$ cat config.mk
export PLATFORM = sky130hd
export DESIGN_NAME = synapse_event_driver
export DESIGN_NICKNAME = d
export VERILOG_FILES = /design/src/rtl/synapse_event_driver.sv
export SDC_FILE = /design/constraint.sdc
export NUM_CORES = 1
export LEC_CHECK = 0
export BUFFER_PORTS_ARGS = -buffer_cell sky130_fd_sc_hd__buf_2
export CAP_MARGIN = 15
export CELL_PAD_IN_SITES_DETAIL_PLACEMENT = 1
export CELL_PAD_IN_SITES_GLOBAL_PLACEMENT = 2
export CORE_ASPECT_RATIO = 0.5
export CORE_UTILIZATION = 49
export DETAILED_ROUTE_END_ITERATION = 10
export GPL_TIMING_DRIVEN = 0
export PLACE_DENSITY = 0.84
export SYNTH_ARGS = -nofsm -noshare
export SYNTH_HDL_FRONTEND = slang
export SYNTH_SLANG_ARGS = --single-unit
$ cat constraint.sdc
create_clock -name clk_i -period 5.4 [get_ports clk_i]
set_input_delay 0.27 -clock clk_i [delete_from_list [all_inputs] [get_ports clk_i]]
set_output_delay 0.27 -clock clk_i [all_outputs]
set_load 0.02 [all_outputs]
$ cat src/rtl/synapse_event_driver.sv
// Synapse event driver: buffers address-event spike IDs in a small FIFO, looks up each
// ID's signed-magnitude weight in a runtime-writable RAM and emits one synaptic event
// per cycle towards a LIF neuron through a three-stage pipeline.
module synapse_event_driver #(
    parameter int unsigned NUM_INPUTS   = 64,
    parameter int unsigned ID_WIDTH     = 6,
    parameter int unsigned WEIGHT_WIDTH = 8,
    parameter int unsigned FIFO_DEPTH   = 8
) (
    input  logic                            clk_i,
    input  logic                            rst_ni,
    input  logic                            enable_i,
    input  logic                            flush_i,
    input  logic                            s_spike_valid_i,
    input  logic [ID_WIDTH-1:0]             s_spike_id_i,
    output logic                            s_spike_ready_o,
    input  logic                            cfg_we_i,
    input  logic [ID_WIDTH-1:0]             cfg_addr_i,
    input  logic [WEIGHT_WIDTH:0]           cfg_wdata_i,
    output logic                            syn_valid_o,
    output logic [WEIGHT_WIDTH-1:0]         syn_weight_o,
    output logic                            syn_excitatory_o,
    output logic [$clog2(FIFO_DEPTH):0]     fifo_count_o,
    output logic                            busy_o,
    output logic [15:0]                     dropped_ids_o
);

    localparam int unsigned PtrW = $clog2(FIFO_DEPTH);
    localparam int unsigned CntW = PtrW + 1;

    logic [ID_WIDTH-1:0]     fifo_mem_q [FIFO_DEPTH];
    logic [PtrW-1:0]         wr_ptr_q, wr_ptr_d, rd_ptr_q, rd_ptr_d;
    logic [CntW-1:0]         count_q, count_d;
    logic                    full, empty, push, pop;
    logic [ID_WIDTH-1:0]     head_id;
    logic                    head_in_range;

    logic [WEIGHT_WIDTH:0]   ram_q [NUM_INPUTS];
    logic [WEIGHT_WIDTH:0]   ram_rdata;

    logic                    s1_valid_q, s1_valid_d;
    logic [WEIGHT_WIDTH:0]   s1_word_q, s1_word_d;
    logic                    s2_valid_q, s2_valid_d;
    logic [WEIGHT_WIDTH-1:0] s2_weight_q, s2_weight_d;
    logic                    s2_exc_q, s2_exc_d;
    logic [15:0]             dropped_q, dropped_d;

    // FIFO status, handshakes and the stage-0 RAM read address.
    always_comb begin
        full          = (count_q == CntW'(FIFO_DEPTH));
        empty         = (count_q == '0);
        // A push coinciding with flush is discarded.
        push          = s_spike_valid_i && !full && !flush_i;
        pop           = enable_i && !empty && !flush_i;
        head_id       = fifo_mem_q[rd_ptr_q];
        head_in_range = (32'(head_id) < NUM_INPUTS);
        ram_rdata     = head_in_range ? ram_q[head_id] : '0;
    end

    // FIFO pointer and occupancy next-state; pointers wrap because depth is a power of two.
    always_comb begin
        wr_ptr_d = wr_ptr_q;
        rd_ptr_d = rd_ptr_q;
        count_d  = count_q;
        if (flush_i) begin
            wr_ptr_d = '0;
            rd_ptr_d = '0;
            count_d  = '0;
        end else begin
            if (push) wr_ptr_d = wr_ptr_q + 1'b1;
            if (pop)  rd_ptr_d = rd_ptr_q + 1'b1;
            case ({push, pop})
                2'b10:   count_d = count_q + 1'b1;
                2'b01:   count_d = count_q - 1'b1;
                default: count_d = count_q;
            endcase
        end
    end

    // Pipeline next-state: stages hold while disabled, flush clears the valids only.
    always_comb begin
        s1_valid_d  = s1_valid_q;
        s1_word_d   = s1_word_q;
        s2_valid_d  = s2_valid_q;
        s2_weight_d = s2_weight_q;
        s2_exc_d    = s2_exc_q;
        dropped_d   = dropped_q;
        if (flush_i) begin
            s1_valid_d = 1'b0;
            s2_valid_d = 1'b0;
        end else if (enable_i) begin
            s1_valid_d = pop && head_in_range;
            s1_word_d  = ram_rdata;
            // Zero-magnitude weights update the data outputs but never raise syn_valid.
            s2_valid_d = s1_valid_q && (s1_word_q[WEIGHT_WIDTH-1:0] != '0);
            if (s1_valid_q) begin
                s2_weight_d = s1_word_q[WEIGHT_WIDTH-1:0];
                s2_exc_d    = s1_word_q[WEIGHT_WIDTH];
            end
            if (pop && !head_in_range && (dropped_q != 16'hFFFF)) begin
                dropped_d = dropped_q + 16'd1;
            end
        end
    end

    // Control state registers.
    always_ff @(posedge clk_i or negedge rst_ni) begin
        if (!rst_ni) begin
            wr_ptr_q    <= '0;
            rd_ptr_q    <= '0;
            count_q     <= '0;
            s1_valid_q  <= 1'b0;
            s1_word_q   <= '0;
            s2_valid_q  <= 1'b0;
            s2_weight_q <= '0;
            s2_exc_q    <= 1'b0;
            dropped_q   <= '0;
        end else begin
            wr_ptr_q    <= wr_ptr_d;
            rd_ptr_q    <= rd_ptr_d;
            count_q     <= count_d;
            s1_valid_q  <= s1_valid_d;
            s1_word_q   <= s1_word_d;
            s2_valid_q  <= s2_valid_d;
            s2_weight_q <= s2_weight_d;
            s2_exc_q    <= s2_exc_d;
            dropped_q   <= dropped_d;
        end
    end

    // FIFO storage; contents need no reset since occupancy gates every read.
    always_ff @(posedge clk_i) begin
        if (push) fifo_mem_q[wr_ptr_q] <= s_spike_id_i;
    end

    // Weight RAM: synchronous write, read-first because stage 1 samples the old word.
    always_ff @(posedge clk_i) begin
        if (cfg_we_i && (32'(cfg_addr_i) < NUM_INPUTS)) ram_q[cfg_addr_i] <= cfg_wdata_i;
    end

    // Outputs derived from registered state.
    always_comb begin
        s_spike_ready_o  = !full;
        syn_valid_o      = s2_valid_q && enable_i && !flush_i;
        syn_weight_o     = s2_weight_q;
        syn_excitatory_o = s2_exc_q;
        fifo_count_o     = count_q;
        busy_o           = !empty || s1_valid_q || s2_valid_q;
        dropped_ids_o    = dropped_q;
    end

endmodule

==> run summary <==
status: finished, final reports clean
Final Util: 56.0%
post-DR wirelength/cell: 28.7 um
Seq cells post-synth: 654
total power: 13.4 mW
Switching Fraction: 33.8%
met2 Usage GRT: 47.1%
cts repair resizes: 0
Placement Cell Area: 27,300 um2
Ports: 59
footprint of the multi-input gates: 5930 um2
Clk network pwr share: 30.5%
sequential area share after synthesis: 74.9%
Clock Skew: 25.5 ps
register area: 19,500 um2
fillers: 5,027
top_reg_cell synth: edfxtp_1
vias in the first global route: 16,500
worst-skew pair later-pin latency: 620 ps
critical path fanouts, max: 10
sequential share of power: 43.2%
Mapped Area: 26,000 um2
CORE AREA: 52,200 um2
routability congestion estimate from global placement: 0.880
GR Util met1: 42.2%
drc violations: 0
P&R area growth vs syn: 12.5%
internal power: 8.85 mW
final layout net count: 2,012
max cap viols: 0
clock-pin slew on the worst setup and hold paths: 70 ps
root buf cell: clkbuf_16
die span in y: 165 um
slew margin rel.: 10.9%
pwr dens: 457 nW/um2
CTS Buffer Depth: 3
Die ar.: 54,100 um2
routed wire length: 78.6 mm
Critical Path Source Type: flip-flop
count of different cell masters after synthesis: 48
Worst Max-Slew Pin Slew: 1320 ps
fin. max-slew vios: 0
Final Cycle Share: 89.6%
DP HPWL: 53.2 mm
Hold Vio Cnt, Final: 0
via density per instance: 6.04
commonest non-fill, non-tap cell in the layout: edfxtp_1
first-pass GRT wire length: 112 mm
Num Clock Sinks: 654
Die W: 328 um
RSZ-0062 raised after global routing: no
Hold Path Class: in2reg
commonest cells after routing, fill and taps aside: edfxtp_1 (624), nand2_1 (469), nand3_1 (170)
largest net degree at the start of global routing: 65
WP data required: 5940 ps
# rows: 59
setup TNS: 0 ps
DR pass1 iterations: 6
Max Clk Rate: 207 MHz
final setup vio count: 0
asr flop ratio synth: 4.59%
Hold Path Stages: 1
Initial Util: 49.8%
grt met3 use: 5.02%
Design Area, Final: 29,300 um2
All-Layer GR Usage: 29.3%
CTS tree: done
CTS Buf Count: 56
worst hold slack: 170 ps
Port Buffers: 38
H-tree depth: 2
cell count after synthesis: 1,845
ANT nets after route: 0
Final min period: 4840 ps
synthesis warning total: 0
initial antenna violation count: 7
cell count of the worst reg-to-reg path: 9
EDFF count, synth: 624
CP Capture Type: flip-flop
combinational share of power: 26.3%
busiest grt layer: met2
CP Class: reg2reg
initial detailed-routing violation count: 1,765
leakage: 9.99 nW
share of layout cells above drive strength 1: 12.0%
Via Count: 16,500
Worst EP arrival: 5380 ps
Avg Synthesized Cell Area: 14.1 um2
global route overflow: 0
maximum vdd ir drop: 0.259 mV
Psw: 4.51 mW
synth_stat cells, types with 2 or more instances:
library cell	number	area, um2
a32o_1	8	80.1
mux4_2	11	248
nor3_1	10	50.1
nand3b_1	4	30.0
a31oi_1	44	275
a32oi_1	47	412
nor4_1	10	62.6
a221oi_1	8	70.1
nand2b_1	12	75.1
buf_4	19	143
mux2i_1	73	731
nand3_1	170	851
buf_2	53	265
nand4b_1	8	70.1
nand4_1	31	194
o21a_1	2	15.0
xnor2_1	3	26.3
nor2b_1	5	31.3
o21ai_2	2	17.5
edfxtp_1	624	18700
a21oi_1	16	80.1
or3_1	11	68.8
mux2_2	10	113
clkbuf_1	31	116
nor2_1	81	304
buf_1	8	30.0
xor2_1	5	43.8
buf_6	8	90.1
inv_1	2	7.51
o21ai_0	11	55.1
ha_1	4	50.1
dfrtp_1	30	751
nand2_1	469	1760
path summary, 6_finish.rpt:
path / endpoint / slack (ps) / start
max in group asynchronous: syn_weight_o[5]$_DFFE_PN0P_ / 4610 / rst_ni
setup reg to reg: s1_word_q[0]$_DFFE_PN0P_ / 560 / rd_ptr_q[0]$_DFFE_PN0P_
setup / recovery: s1_word_q[0]$_DFFE_PN0P_ / 560 / rd_ptr_q[0]$_DFFE_PN0P_
hold reg to reg: syn_weight_o[5]$_DFFE_PN0P_ / 500 / syn_weight_o[5]$_DFFE_PN0P_
hold / removal: ram_q[31][4]$_DFFE_PP_ / 170 / cfg_wdata_i[4]
min in group asynchronous: wr_ptr_q[2]$_DFFE_PN0P_ / 290 / rst_ni
metal layers:
metal | share of wire [%] | wire [um] | up-vias
met5 | 0 | 0 | -
met4 | 1.9 | 1490 | 0
met3 | 8.8 | 6910 | 105
met2 | 46 | 36300 | 720
met1 | 43 | 33800 | 8533
li1 | - | - | 7138
registers in the layout, indices dropped and copies added (netlist names):
signal	count
s2_valid_q	1
fifo_count_o	4
fifo_mem_q	48
rd_ptr_q	3
s1_valid_q	1
wr_ptr_q	3
syn_weight_o	8
ram_q	576
s1_word_q	9
syn_excitatory_o	1
cell type report:
type | instances | area share, %
diodes | 3 | 0.0257
plain buffers | 120 | 2.25
clock buffers | 68 | 5.05
clock inverters | 38 | 1.05
inverters | 3 | 0.0385
multi-input cells | 1083 | 20.3
flip-flops and latches | 654 | 66.6
well taps | 701 | 3.00
repair buffers | 63 | 1.69
through the flow:
step,setup WS (ps),std cells
3_5_place_dp,743,2610
6_report,560,2733
3_3_place_gp,564,2599
5_1_grt,297,2731
4_1_cts,703,2726
2_1_floorplan,2780,1860
critical path: stages (launching register included):
cell and delay (ps):
dfrtp_1 520, mux4_1 630, mux2i_1 470, clkbuf_1 600
clkbuf_1 750, nand2_1 130, nand3_1 110, a31oi_1 190
nor4_1 1140, or3_1 220
power by group through the flow:
stage / combinational (mW) / clock, mW / sequential (mW)
global placement: 3.31 / 0 / 5.88
global route: 3.70 / 4.25 / 5.78
detailed placement: 3.43 / 0 / 5.89
finish: 3.51 / 4.07 / 5.78
floorplan: 1.92 / 0 / 5.90
CTS: 3.46 / 4.07 / 5.78
cells by family (layout without fill, tap and decap cells):
group | count (synthesis) | count (layout) | synth area share [%]
other | 1 | 19 | 0.0144
multiplexers | 95 | 95 | 4.30
adder cells (fa/ha/maj) | 4 | 4 | 0.192
XOR/XNOR | 8 | 8 | 0.269
AND/OR/NAND/NOR | 817 | 817 | 13.6
AO/OA/AOI/OAI | 143 | 143 | 4.08
buffers and inverters | 123 | 292 | 2.58
flip-flops | 654 | 654 | 74.9
what timing repair did:
item / CTS / global route
buffers inserted: 0 / 0
endpoints found under the hold margin: 82 / 0
hold buffers: 10 / 0
Note: power is estimated with default switching activity, not from simulation.
